`config.mk`:
```
export PLATFORM = sky130hd
export DESIGN_NAME = agc_gain_actuator_flat
export DESIGN_NICKNAME = d
export VERILOG_FILES = /design/src/rtl/agc_pkg.sv /design/src/rtl/agc_gain_actuator_if.sv /design/src/rtl/agc_sat_step.sv /design/src/rtl/agc_gain_actuator.sv /design/src/flat_wrapper.sv
export SDC_FILE = /design/constraint.sdc
export NUM_CORES = 1
export LEC_CHECK = 0
export CAP_MARGIN = 30
export CORE_MARGIN = 2
export CORE_UTILIZATION = 47
export CTS_CLUSTER_DIAMETER = 80
export CTS_CLUSTER_SIZE = 12
export DETAILED_ROUTE_END_ITERATION = 6
export HOLD_SLACK_MARGIN = 0.05
export PLACE_DENSITY = 0.77
export RECOVER_POWER = 50
export SLEW_MARGIN = 20
export SYNTH_ARGS = -nofsm -noshare
export SYNTH_HDL_FRONTEND = slang
export SYNTH_SLANG_ARGS = --single-unit
```
`constraint.sdc`:
```
create_clock -name clk -period 2.1 [get_ports clk]
set_input_delay 0.315 -clock clk [delete_from_list [all_inputs] [get_ports clk]]
set_output_delay 0.315 -clock clk [all_outputs]
set_load 0.01 [all_outputs]
```
`src/rtl/agc_pkg.sv`:
```
// Shared AGC definitions, imported by the AGC controller and the gain actuator.
// Contents:
//   agc_state_e     - two-bit actuator FSM encoding (IDLE / SETTLE / DONE)
//   AGC_GAIN_*      - default gain-code width, rails and reset value
//   AGC_SETTLE_CYC  - default post-step hold-off length in cycles
//   AGC_REV_LIMIT   - default number of consecutive reversals that declare convergence
//   AGC_SAT_LIMIT   - default number of consecutive blocked requests that declare convergence
package agc_pkg;

    typedef enum logic [1:0] {
        ST_IDLE   = 2'd0,
        ST_SETTLE = 2'd1,
        ST_DONE   = 2'd2
    } agc_state_e;

    localparam int AGC_GAIN_W     = 5;
    localparam int AGC_GAIN_MIN   = 0;
    localparam int AGC_GAIN_MAX   = 31;
    localparam int AGC_GAIN_INIT  = 16;
    localparam int AGC_SETTLE_CYC = 8;
    localparam int AGC_REV_LIMIT  = 3;
    localparam int AGC_SAT_LIMIT  = 2;

endpackage : agc_pkg

```
`src/rtl/agc_gain_actuator_if.sv`:
```
// Controller <-> gain actuator link.
// Controller to actuator:
//   adjust      - high for the whole adjust phase of the controller
//   up_dn       - 1 = raise gain, 0 = lower gain; valid while adjust is high
//   restart     - synchronous clear of convergence state (gain_code is kept)
// Actuator to controller / analog front end:
//   gain_code   - registered gain setting
//   gain_update - one-cycle strobe, gain_code changed this cycle
//   settling    - high during the post-step hold-off
//   sat_hi      - gain_code is at the upper rail
//   sat_lo      - gain_code is at the lower rail
//   done        - sticky convergence flag
interface agc_gain_actuator_if #(
    parameter int GAIN_W = agc_pkg::AGC_GAIN_W
);
    logic              adjust;
    logic              up_dn;
    logic              restart;
    logic [GAIN_W-1:0] gain_code;
    logic              gain_update;
    logic              settling;
    logic              sat_hi;
    logic              sat_lo;
    logic              done;

    modport master (
        output adjust, up_dn, restart,
        input  gain_code, gain_update, settling, sat_hi, sat_lo, done
    );

    modport slave (
        input  adjust, up_dn, restart,
        output gain_code, gain_update, settling, sat_hi, sat_lo, done
    );
endinterface : agc_gain_actuator_if

```
`src/rtl/agc_sat_step.sv`:
```
// Combinational saturating +/-1 step of a gain code.
// Ports:
//   code_i    - current gain code
//   up_i      - 1 = step up, 0 = step down
//   code_o    - stepped code, clamped to [GAIN_MIN, GAIN_MAX]
//   blocked_o - the request pushed against a rail, so code_o == code_i
module agc_sat_step #(
    parameter int GAIN_W   = agc_pkg::AGC_GAIN_W,
    parameter int GAIN_MIN = agc_pkg::AGC_GAIN_MIN,
    parameter int GAIN_MAX = agc_pkg::AGC_GAIN_MAX
) (
    input  logic [GAIN_W-1:0] code_i,
    input  logic              up_i,
    output logic [GAIN_W-1:0] code_o,
    output logic              blocked_o
);
    localparam logic [GAIN_W-1:0] MIN_C = GAIN_W'(GAIN_MIN);
    localparam logic [GAIN_W-1:0] MAX_C = GAIN_W'(GAIN_MAX);

    // NOTE: every output gets a default before any branch so the block stays
    // purely combinational; a path that skips an assignment would infer a latch.
    always_comb begin
        code_o    = code_i;
        blocked_o = 1'b0;
        if (up_i) begin
            if (code_i >= MAX_C) blocked_o = 1'b1;
            else                 code_o    = code_i + 1'b1;
        end else begin
            if (code_i <= MIN_C) blocked_o = 1'b1;
            else                 code_o    = code_i - 1'b1;
        end
    end
endmodule : agc_sat_step

```
`src/rtl/agc_gain_actuator.sv`:
```
// AGC gain actuator: receiving end of the controller's adjust/up_dn link.
// Each rising edge of adjust (seen while idle) becomes one saturating gain step,
// followed by a SETTLE_CYC-cycle hold-off. Convergence (REV_LIMIT consecutive
// direction reversals, or SAT_LIMIT consecutive requests against a rail) freezes
// the gain and raises a sticky done until restart or reset.
// Ports:
//   clk    - system clock
//   RESETn - asynchronous active-low reset
//   bus    - slave side of agc_gain_actuator_if (adjust/up_dn/restart in,
//            gain_code/gain_update/settling/sat_hi/sat_lo/done out)
module agc_gain_actuator
    import agc_pkg::*;
#(
    parameter int GAIN_W     = AGC_GAIN_W,
    parameter int GAIN_MIN   = AGC_GAIN_MIN,
    parameter int GAIN_MAX   = AGC_GAIN_MAX,
    parameter int GAIN_INIT  = AGC_GAIN_INIT,
    parameter int SETTLE_CYC = AGC_SETTLE_CYC,
    parameter int REV_LIMIT  = AGC_REV_LIMIT,
    parameter int SAT_LIMIT  = AGC_SAT_LIMIT
) (
    input  logic               clk,
    input  logic               RESETn,
    agc_gain_actuator_if.slave bus
);
    localparam int REV_W = $clog2(REV_LIMIT + 1);
    localparam int SAT_W = $clog2(SAT_LIMIT + 1);
    localparam int SET_W = 4;

    localparam logic [GAIN_W-1:0] INIT_C    = GAIN_W'(GAIN_INIT);
    localparam logic [GAIN_W-1:0] MIN_C     = GAIN_W'(GAIN_MIN);
    localparam logic [GAIN_W-1:0] MAX_C     = GAIN_W'(GAIN_MAX);
    localparam logic [REV_W-1:0]  REV_MAX   = REV_W'(REV_LIMIT);
    localparam logic [SAT_W-1:0]  SAT_MAX   = SAT_W'(SAT_LIMIT);
    localparam logic [SET_W-1:0]  SET_START = SET_W'(SETTLE_CYC - 1);

    agc_state_e        state_q, state_d;
    logic              adj_q;
    logic [GAIN_W-1:0] gain_q, gain_d;
    logic              upd_q, upd_d;
    logic [SET_W-1:0]  settle_q, settle_d;
    logic [REV_W-1:0]  rev_q, rev_d;
    logic [SAT_W-1:0]  sat_q, sat_d;
    logic              have_dir_q, have_dir_d;
    logic              last_dir_q, last_dir_d;

    logic              rise;
    logic [GAIN_W-1:0] stepped;
    logic              blocked;

    // adj_q is cleared by reset, so adjust already high right after reset is a rise.
    assign rise = bus.adjust & ~adj_q;

    agc_sat_step #(
        .GAIN_W   (GAIN_W),
        .GAIN_MIN (GAIN_MIN),
        .GAIN_MAX (GAIN_MAX)
    ) u_sat_step (
        .code_i    (gain_q),
        .up_i      (bus.up_dn),
        .code_o    (stepped),
        .blocked_o (blocked)
    );

    always_comb begin
        state_d    = state_q;
        gain_d     = gain_q;
        upd_d      = 1'b0;
        settle_d   = settle_q;
        rev_d      = rev_q;
        sat_d      = sat_q;
        have_dir_d = have_dir_q;
        last_dir_d = last_dir_q;

        if (bus.restart) begin
            // restart wins over a simultaneous rise: no step this cycle.
            state_d    = ST_IDLE;
            rev_d      = '0;
            sat_d      = '0;
            have_dir_d = 1'b0;
        end else begin
            unique case (state_q)
                ST_IDLE: begin
                    if (rise) begin
                        if (have_dir_q && (bus.up_dn != last_dir_q))
                            rev_d = (rev_q == REV_MAX) ? rev_q : rev_q + 1'b1;
                        else
                            rev_d = '0;
                        if (blocked)
                            sat_d = (sat_q == SAT_MAX) ? sat_q : sat_q + 1'b1;
                        else
                            sat_d = '0;
                        last_dir_d = bus.up_dn;
                        have_dir_d = 1'b1;

                        // The converging request itself does not move the gain.
                        if ((rev_d >= REV_MAX) || (sat_d >= SAT_MAX)) begin
                            state_d = ST_DONE;
                        end else begin
                            gain_d   = stepped;
                            upd_d    = ~blocked;
                            settle_d = SET_START;
                            state_d  = ST_SETTLE;
                        end
                    end
                end
                ST_SETTLE: begin
                    // Counter runs SETTLE_CYC-1 .. 0, i.e. SETTLE_CYC cycles in this state.
                    if (settle_q == '0) state_d  = ST_IDLE;
                    else                settle_d = settle_q - 1'b1;
                end
                ST_DONE: begin
                    state_d = ST_DONE;
                end
                default: begin
                    state_d = ST_IDLE;
                end
            endcase
        end
    end

    // NOTE: state registers use non-blocking assignments so every flop samples
    // the pre-edge value of the others, independent of block evaluation order.
    always_ff @(posedge clk or negedge RESETn) begin
        if (!RESETn) begin
            state_q    <= ST_IDLE;
            adj_q      <= 1'b0;
            gain_q     <= INIT_C;
            upd_q      <= 1'b0;
            settle_q   <= '0;
            rev_q      <= '0;
            sat_q      <= '0;
            have_dir_q <= 1'b0;
            last_dir_q <= 1'b0;
        end else begin
            state_q    <= state_d;
            adj_q      <= bus.adjust;
            gain_q     <= gain_d;
            upd_q      <= upd_d;
            settle_q   <= settle_d;
            rev_q      <= rev_d;
            sat_q      <= sat_d;
            have_dir_q <= have_dir_d;
            last_dir_q <= last_dir_d;
        end
    end

    assign bus.gain_code   = gain_q;
    assign bus.gain_update = upd_q;
    assign bus.settling    = (state_q == ST_SETTLE);
    assign bus.done        = (state_q == ST_DONE);
    assign bus.sat_hi      = (gain_q == MAX_C);
    assign bus.sat_lo      = (gain_q == MIN_C);

endmodule : agc_gain_actuator

```
`src/flat_wrapper.sv`:
```
// flat-port wrapper written by rule: the top's interface ports become plain ports
module agc_gain_actuator_flat import agc_pkg::*;
#(
    parameter int GAIN_W     = AGC_GAIN_W,
    parameter int GAIN_MIN   = AGC_GAIN_MIN,
    parameter int GAIN_MAX   = AGC_GAIN_MAX,
    parameter int GAIN_INIT  = AGC_GAIN_INIT,
    parameter int SETTLE_CYC = AGC_SETTLE_CYC,
    parameter int REV_LIMIT  = AGC_REV_LIMIT,
    parameter int SAT_LIMIT  = AGC_SAT_LIMIT
)
  (clk, RESETn, bus_adjust, bus_up_dn, bus_restart, bus_gain_code, bus_gain_update, bus_settling, bus_sat_hi, bus_sat_lo, bus_done);
  agc_gain_actuator_if #(.GAIN_W(GAIN_W)) bus_i ();
  input  logic clk;
  input  logic RESETn;
  input wire logic [$bits(bus_i.adjust)-1:0] bus_adjust;
  input wire logic [$bits(bus_i.up_dn)-1:0] bus_up_dn;
  input wire logic [$bits(bus_i.restart)-1:0] bus_restart;
  output wire logic [$bits(bus_i.gain_code)-1:0] bus_gain_code;
  output wire logic [$bits(bus_i.gain_update)-1:0] bus_gain_update;
  output wire logic [$bits(bus_i.settling)-1:0] bus_settling;
  output wire logic [$bits(bus_i.sat_hi)-1:0] bus_sat_hi;
  output wire logic [$bits(bus_i.sat_lo)-1:0] bus_sat_lo;
  output wire logic [$bits(bus_i.done)-1:0] bus_done;
  assign bus_i.adjust = bus_adjust;
  assign bus_i.up_dn = bus_up_dn;
  assign bus_i.restart = bus_restart;
  assign bus_gain_code = bus_i.gain_code;
  assign bus_gain_update = bus_i.gain_update;
  assign bus_settling = bus_i.settling;
  assign bus_sat_hi = bus_i.sat_hi;
  assign bus_sat_lo = bus_i.sat_lo;
  assign bus_done = bus_i.done;
  agc_gain_actuator #(.GAIN_W(GAIN_W), .GAIN_MIN(GAIN_MIN), .GAIN_MAX(GAIN_MAX), .GAIN_INIT(GAIN_INIT), .SETTLE_CYC(SETTLE_CYC), .REV_LIMIT(REV_LIMIT), .SAT_LIMIT(SAT_LIMIT)) u_core (.clk(clk), .RESETn(RESETn), .bus(bus_i));
endmodule
```
-- Yosys cells after proc, flatten, opt, wreduce, memory -nomap -nowiden
Cells that the tools add are included.
- latch bits: 0
- bits in registers: 19
- logic and storage cells: 87
- memories: 0
- RAM bits: 0
- bits in read-only memories: 0
- eq/ne operators: 13
- div/mod/pow operators: 0
- shift-type cells: 0
- $lt $le $gt $ge: 4
- multiply operators: 0
- $add $sub $neg: 5
- bitwise logic cells: 5
- reduce and logical (&&, ||, !) cells: 13
- multiplexer cells: 38
- operators by type and width (cell ; number):
    two-way mux 2 bit ; 20
    two-way mux 5 bit ; 3
    two-way mux 4 bit ; 3
    two-way mux 1 bit ; 10
    != test 2 bit, second input constant ; 4
    case mux 4 bit (2 select lines) ; 1
    equality test 2 bit, second input constant ; 3
    != test 3 x 2 -> 1 bit, second input constant ; 2
    case mux 2 bit (3 select lines) ; 1
    AND reduction 6 bit ; 1
    nonzero test 2 bit ; 3
    adder 5 x 1 -> 5 bit, second input constant ; 1
    equality test 5 bit, second input constant ; 1
    greater-or-equal comparator 5 bit, second input constant ; 1
    <= comparator 5 x 1 -> 1 bit, second input constant ; 1
    logical NOT 5 bit ; 1
    AND reduction 5 bit ; 1
    subtractor 5 x 1 -> 5 bit, second input constant ; 1
    adder 2 x 1 -> 2 bit, second input constant ; 2
    greater-or-equal comparator 2 bit, second input constant ; 2
    logical NOT 4 bit ; 1
    inverter 1 bit ; 4
    AND reduction 2 bit ; 2
    subtractor 4 x 1 -> 4 bit, second input constant ; 1
    8 further kinds ; 8

-- Depth between registers and ports, before layout
Gate-level depths: netlist of the first run.
- word-level depth: 13
- mapped depth: 7
- mapped depth without buffers: 7

-- Modules after synthesis
From an unflattened synthesis of the first run, not the netlist that was laid out.
- cells, all modules: 131
- area, all modules: 1252.5 um2
- by module, submodules not included (module ; area each (um2) ; instances ; cells an instance):
    agc_gain_actuator ; 928.4 ; 1 ; 91
    agc_sat_step ; 324.1 ; 1 ; 40

-- Least setup slack after synthesis of the first run
Ideal clock, no wire load.
- kind: flip-flop to flip-flop
- start: register u_core.state_q[1]
- end: register u_core.gain_q[1] (netlist: u_core.bus.gain_code[1])
- arrival: 1987 ps
- stages on the path, launching flop included: 6
- library setup time: 125 ps
- path buffers: 1
- setup slack: -12 ps
- clock period less this slack: 2112 ps
- cell sequence: dfrtp_1 > or4b_1 > buf_2 > a311o_1 > nor3_4 > mux2_2
- cells in the longest elaborated chain, start to end: 2
- RTL lines (what ; line ; text):
    start: declaration ; agc_gain_actuator.sv:37 ; agc_state_e state_q, state_d;
    start signal: assignment ; agc_gain_actuator.sv:136 ; state_q <= state_d;
    logical NOT 2 bit ; agc_gain_actuator.sv:82 ; unique case (state_q)
    AND reduction 6 bit (no source line) ; - ;
    end signal: assignment ; agc_gain_actuator.sv:138 ; gain_q <= gain_d;
    end: declaration ; agc_gain_actuator.sv:39 ; logic [GAIN_W-1:0] gain_q, gain_d;
No other way between the ends.
A chain may end at the register's enable or synchronous reset.

-- Worst setup path after layout of the first run
- start: input bus_adjust
- end: register u_core.gain_q[3] (netlist: u_core.bus.gain_code[3])
- cells in the longest elaborated chain, start to end: 2
- RTL lines (what ; line ; text):
    start: declaration ; flat_wrapper.sv:16 ; input wire logic [$bits(bus_i.adjust)-1:0] bus_adjust;
    AND 1 bit ; agc_gain_actuator.sv:52 ; assign rise = bus.adjust & ~adj_q;
    AND reduction 6 bit (no source line) ; - ;
No other way between the ends.

==> flow_summary.yaml, run 1 <==
setup_path:
  crit_start: "bus_adjust"
  crit_path_end: "u_core.bus.gain_code[3]"
  cp.required_ps: 2280
  critical_path_class: "in -> reg"
  timing.rr.start: "u_core.bus.gain_code[1]"
  timing.rr.end: "u_core.state_q[1]"
  r2r_cells: 6
  crit_path_start_kind: "input port"
  cp_data_arrival_time_ps: 2200
  endpoint_kind: "register"
  rrSetupSlack_ps: 120
  path_max_fanout: 3
timing:
  max_freq_mhz: 496
  hold_violations: 0
  min_period_ps: 2020
  finClkSkew_ps: 4.68
  rsz0062_at_grt: "false"
  report.final.setup_viol: 0
  tns_ps: 0
  slew_violations: 0
  tightest_slew_ps: 989
  maxSlewHeadroom: 0.341
  period_share: 0.960
cells_and_area:
  final_cells: 168
  fill_cells: 156
  num_antenna_cells: 0
  finalNetCount: 153
  area.growth.synth_to_final_pct: 36.6
  drive_above_1_share: 0.255
yosys:
  synth_warnings: 0
  synth.yosys.seq_area_share: 0.461
  avgSynthCellArea_um2: 10.1
  synth_top_area_frac: 0.436
  synthArstFlopShare: 1.00
  yosys.cell_types.count: 34
  synthesis.area_um2: 1030
  synth_seq_cells: 19
  syn_nets: 113
  synth_cells: 102
  synthFlopType: "dfrtp_1"
  synth_edf_count: 0
  synth_top_area_cell: "dfrtp_1"
  ys_top_cells_by_area: "dfrtp_1, ha_1, a21oi_1"
placed_design:
  detailed_place_hpwl_um: 1790
  dp_cells: 163
  port_buffers: 14
  routabilityCongestion: 0.835
global_route:
  met2_usage: 0.371
  grt_antenna_before_repair: 0
  grtUsageTotal: 0.193
  grt_max_degree: 20
  grt_pass1_vias: 920
  gr-usage-met3: 0.0263
  grt_busiest_layer: "met2"
  met1_usage: 0.222
  overflow: 0
  grt_pass1_wl_um: 3820
die:
  num_rows: 16
  floorplan.die.height_um: 50.9
  dieWidth_um: 50.9
  die_area_um2: 2590
  io_pins: 15
  initial_core_util: 0.511
  coreArea_um2: 2020
pwr:
  p_comb_frac: 0.469
  seq_power_share: 0.394
  ir_worst_vdd_mv: 0.610
  powerDensity_nw_per_um2: 944
  power_leakage_nw: 0.634
  p_sw_uw: 463
  switching_share: 0.347
  p_total_mw: 1.33
  p_int_uw: 869
  clock_power_share: 0.137
routing:
  first_pass_iters: 4
  routedWlPerCell_um: 13.5
  drt-total-wl_um: 2260
  dr.first_iter.drc_count: 12
  vias_per_cell: 5.26
  drc_errors: 0
  drt.antenna.violating_nets: 0
  vias: 883
clock_tree:
  cts_sinks: 19
  cts_made_buffers: 3
  clk_pin_slew_ps: 100
  clock-root-buffer: "clkbuf_4"
  clock_latency_ps: 290
  cts_tree: "built"
  ctsHtreeMaxLevel: 1
  clockBufferDepth: 2
hold_path:
  hold_path_class: "reg -> reg"
  min_from: "u_core.bus.gain_code[4]"
run:
  max-cap-violations: 0
status:
  outcome: "finished, final reports clean"
[layout make-up]
cell class | instances | area (um^2) | area share
sequential | 19 | 477 | 0.338
timing repair buffer | 37 | 304 | 0.215
tap | 27 | 33.8 | 0.0239
inverter | 9 | 33.8 | 0.0239
clock buffer | 4 | 26.3 | 0.0186
multi-input combinational | 72 | 537 | 0.380
[power by group through the flow]
| stage | logic (mW) | registers (mW) | clock network (mW) |
|---|---|---|---|
| after global placement | 0.595 | 0.526 | 0 |
| after global routing | 0.686 | 0.537 | 0.204 |
| after CTS | 0.616 | 0.526 | 0.187 |
| after floorplan | 0.273 | 0.561 | 0 |
| after detailed placement | 0.614 | 0.533 | 0 |
| final | 0.624 | 0.525 | 0.182 |
[stage by stage]
step	hold slack (ps)	setup slack, ps	area (um^2)	utilization
floorplan	19.4	-12.1	1030	-
global route	519	2.36	1410	0.698
finish	518	84.7	1410	0.698
detailed placement	507	-206	1360	0.675
global placement	496	-185	1360	0.675
CTS	355	47.9	1390	0.687
[cells in the final DEF (no fill, tap or decap), types with 3 or more instances in the layout]
cell             instances
clkdlybuf4s50_1         11
nor2_1                   9
xnor2_1                  4
ha_1                     4
buf_4                   20
a2111oi_0                3
clkbuf_1                 3
nand3_1                  4
nand2_1                  8
inv_1                    9
a21oi_1                  7
dfrtp_1                 18
mux2_2                   3
clkbuf_4                 4
[flip-flops by register name (all words and copies together), names as in the netlist, 2 cells and up]
name,count
u_core.settle_q,4
u_core.state_q,2
u_core.sat_q,2
u_core.bus.gain_code,5
u_core.rev_q,2
[per-layer routing]
metal	vias to the layer above	part of all wire
met2	18	0.54
li1	440	-
met1	423	0.42
met5	-	0
met4	0	0.0062
met3	2	0.030
[how the worst min path moves through the flow]
stage | endpoint | slack [ps] | depth (start not counted)
after global placement | u_core.bus.gain_code[4] | 500 | 1
after CTS | u_core.state_q[1] | 350 | 2
after global routing | u_core.adj_q | 520 | 1
after floorplan | u_core.adj_q | 20 | 0
after detailed placement | u_core.bus.gain_code[4] | 510 | 1
final | u_core.bus.gain_code[4] | 520 | 1
[kinds of logic (layout without fill, tap and decap cells)]
family,after synthesis,count (layout),share of synthesized area
flip-flops,19,19,0.461
multiplexers,4,4,0.0424
AND/OR/NAND/NOR,34,34,0.176
AO/OA/AOI/OAI,22,22,0.149
adder cells (fa/ha/maj),6,6,0.0799
XOR/XNOR,6,6,0.0508
buffers and inverters,11,50,0.0412
[worst max-delay path: stages]
cell and delay [ps]:
clkdlybuf4s50_1 510, or4b_4 480, a311o_1 370, nor3_4 170, mux2_2 360
[timing repair]
item	4_1_cts	5_1_grt
gates resized for setup	1	5
setup buffers	0	1
pin swaps	0	1
hold buffers	0	0
setup endpoints to repair	1	4
[cell usage after synthesis, drive strengths merged (3+ instances only)]
cell type and number:
a21oi 7, nor3 5, nor2 9, a2111oi 3
mux2 3, nand2 8, inv 9, dfrtp 18
xnor2 4, ha 5, nand3 4
No activity file was read; power rests on OpenSTA's default activity.
==> run 2: changes to the inputs <==
--- a/config.mk
+++ b/config.mk
@@ -5,14 +5,15 @@
 export SDC_FILE = /design/constraint.sdc
 export NUM_CORES = 1
 export LEC_CHECK = 0
+export ABC_AREA = 1
 export CAP_MARGIN = 30
 export CORE_MARGIN = 2
-export CORE_UTILIZATION = 47
+export CORE_UTILIZATION = 48
 export CTS_CLUSTER_DIAMETER = 80
 export CTS_CLUSTER_SIZE = 12
 export DETAILED_ROUTE_END_ITERATION = 6
 export HOLD_SLACK_MARGIN = 0.05
-export PLACE_DENSITY = 0.77
+export PLACE_DENSITY = 0.78
 export RECOVER_POWER = 50
 export SLEW_MARGIN = 20
 export SYNTH_ARGS = -nofsm -noshare
==> run 2 against run 1 <==
  * Worst setup slack better by 98 ps
  * Clock skew is 1.7 ps lower
  * Synthesized cell count is 28% higher
  * Design area is 7.0% lower
  * Via count is 0.34% lower
==> flow_summary.yaml, run 2 <==
yosys:
  syn_nets: 142
  synth.most_common_cell: "nand2_1"
  synth_xor_area_frac: 0.0474
  synth-compound-area-share: 0.0745
  synth.yosys.seq_area_share: 0.430
  synth_edf_count: 0
  synth_top_area_frac: 0.406
  synth_fa_ha_area_frac: 0.0745
  synth_top_area_cell: "dfrtp_1"
  synth_top_family_by_area: "simple AND/OR/NAND/NOR gates"
  synth_warnings: 0
  ys_top_cells_by_count: "nand2_1, dfrtp_1, inv_1"
  synthFlopType: "dfrtp_1"
  ys_top_cells_by_area: "dfrtp_1, nand2_1, ha_1"
  avgSynthCellArea_um2: 8.46
  synth_cells: 131
  synth_seq_cells: 19
  yosys.cell_types.count: 25
  synth_mux_area_frac: 0
  synth-simple-area-share: 0.305
  synthesis.area_um2: 1110
  synthArstFlopShare: 1.00
placed_design:
  detailed_place_hpwl_um: 1540
  routabilityCongestion: 0.822
  place_ws_ps: 93.7
  port_buffers: 14
status:
  outcome: "finished, final reports clean"
pwr:
  clock_power_share: 0.133
  p_int_uw: 835
  p_total_mw: 1.34
  p_sw_uw: 506
  power_leakage_nw: 0.671
  ir_worst_vdd_mv: 0.629
  p_comb_frac: 0.451
  seq_power_share: 0.416
  switching_share: 0.378
  powerDensity_nw_per_um2: 1020
timing:
  max_freq_mhz: 522
  min_period_ps: 1920
  rsz0062_at_grt: "false"
  maxSlewHeadroom: 0.628
  tns_ps: 0
  slew_violations: 0
  report.final.setup_viol: 0
  period_share: 0.913
  finClkSkew_ps: 3.02
  tightest_slew_ps: 557
  layout_setup_ws_ps: 183
  fin_hold_ws_ps: 441
  hold_violations: 0
die:
  dieWidth_um: 52.1
  floorplan.die.height_um: 52.1
  io_pins: 15
  coreArea_um2: 2190
  num_rows: 17
  initial_core_util: 0.506
  die_area_um2: 2710
clock_tree:
  clock-root-buffer: "clkbuf_4"
  clk_pin_slew_ps: 100
  cts_sinks: 19
  clock_latency_ps: 290
  clockBufferDepth: 2
  cts_made_buffers: 3
  cts_tree: "built"
  ctsHtreeMaxLevel: 1
  postCtsHoldBufs: 0
setup_path:
  critical_path_class: "reg -> out"
  path_max_fanout: 4
  cp_data_arrival_time_ps: 1600
  crit_path_start_kind: "register"
  cp.required_ps: 1780
  endpoint_kind: "output pin"
global_route:
  grt_pass1_wl_um: 3460
  met1_usage: 0.211
  overflow: 0
  grt_max_degree: 12
  grt_antenna_before_repair: 0
  grt_pass1_vias: 798
  met2_usage: 0.302
  gr-usage-met3: 0.0517
  grt_busiest_layer: "met2"
  grtUsageTotal: 0.172
routing:
  dr.first_iter.drc_count: 10
  drt-total-wl_um: 1970
  vias: 880
  drc_errors: 0
  vias_per_cell: 4.92
  routedWlPerCell_um: 11.0
  drt.antenna.violating_nets: 0
  first_pass_iters: 4
cells_and_area:
  final_common_cell: "nand2_1"
  drive_above_1_share: 0.146
  finalNetCount: 163
  area.growth.synth_to_final_pct: 18.4
  largest_register_ffs: 5
  num_antenna_cells: 0
  final_core_util: 0.599
  final_cell_mix: "nand2_1, dfrtp_1, inv_1, nor2_1, clkdlybuf4s50_1"
hold_path:
  hold_path_class: "in -> async"
run:
  max-cap-violations: 0
## run 2: cell count changes in the layout (fill, tap and decap cells not counted), moves of 5 or more
cell | previous run | this run
a21oi_1 | 7 | 2
buf_4 | 20 | 1
inv_1 | 9 | 15
nand2_1 | 8 | 33
nand2_4 | 0 | 5
nand3_1 | 4 | 9
nor2_1 | 9 | 15
## run 2: final cells by class
cell class | count | area (um^2)
fill | 200 | 878
sequential | 19 | 477
timing repair buffer | 16 | 150
multi-input combinational | 93 | 548
inverter | 19 | 76.3
clock buffer | 4 | 26.3
tap | 28 | 35.0
## run 2: logic make-up (layout without fill, tap and decap cells)
family                     count (synthesis)  after routing
AOI/OAI and AO/OA                         12             12
adders and majority gates                  6              6
buffers and inverters                     19             39
DFF                                       19             19
xor gates and xnor gates                   6              6
and+or+nand+nor                           69             69
## run 2: timing repair
item,in CTS,in global routing
resized for setup,1,0
endpoints found under the setup margin,1,0
buffers inserted,1,0
## run 2: layer usage
layer  up-vias  share of wire
li1        455              -
met2         8           0.51
met3         2          0.029
met1       415           0.45
met4         0         0.0046
met5         -              0
## run 2: final timing paths
path	from	end	slack [ps]	cells past startpoint
min in group clk	u_core.settle_q[1]	u_core.settle_q[1]	520	2
hold / removal	RESETn	u_core.last_dir_q	440	1
setup / recovery	u_core.bus.gain_code[4]	bus_sat_lo	180	4
hold reg to reg	u_core.settle_q[1]	u_core.settle_q[1]	520	2
setup reg to reg	u_core.bus.gain_code[0]	u_core.bus.gain_code[4]	530	7
max in group asynchronous	RESETn	u_core.have_dir_q	870	2
## run 2: worst max-delay path, cell delays in order, from the launching register on
cell             delay, ps
dfstp_2                550
buf_4                  130
nand3b_1               130
inv_1                   40
clkdlybuf4s50_1        460
## run 2: power groups by stage
stage          clock, mW  sequential [mW]  combinational (mW)
6_report           0.178            0.558               0.605
4_1_cts            0.187            0.559               0.615
3_5_place_dp           0            0.576               0.583
5_1_grt            0.201            0.578               0.680
2_1_floorplan          0            0.577               0.366
3_3_place_gp           0            0.573               0.574
## run 2: through the flow
step / instance area [um^2] / std cells
final: 1310 / 179
after detailed placement: 1290 / 174
after global placement: 1290 / 174
after global routing: 1310 / 179
after floorplan: 1110 / 131
after CTS: 1320 / 179
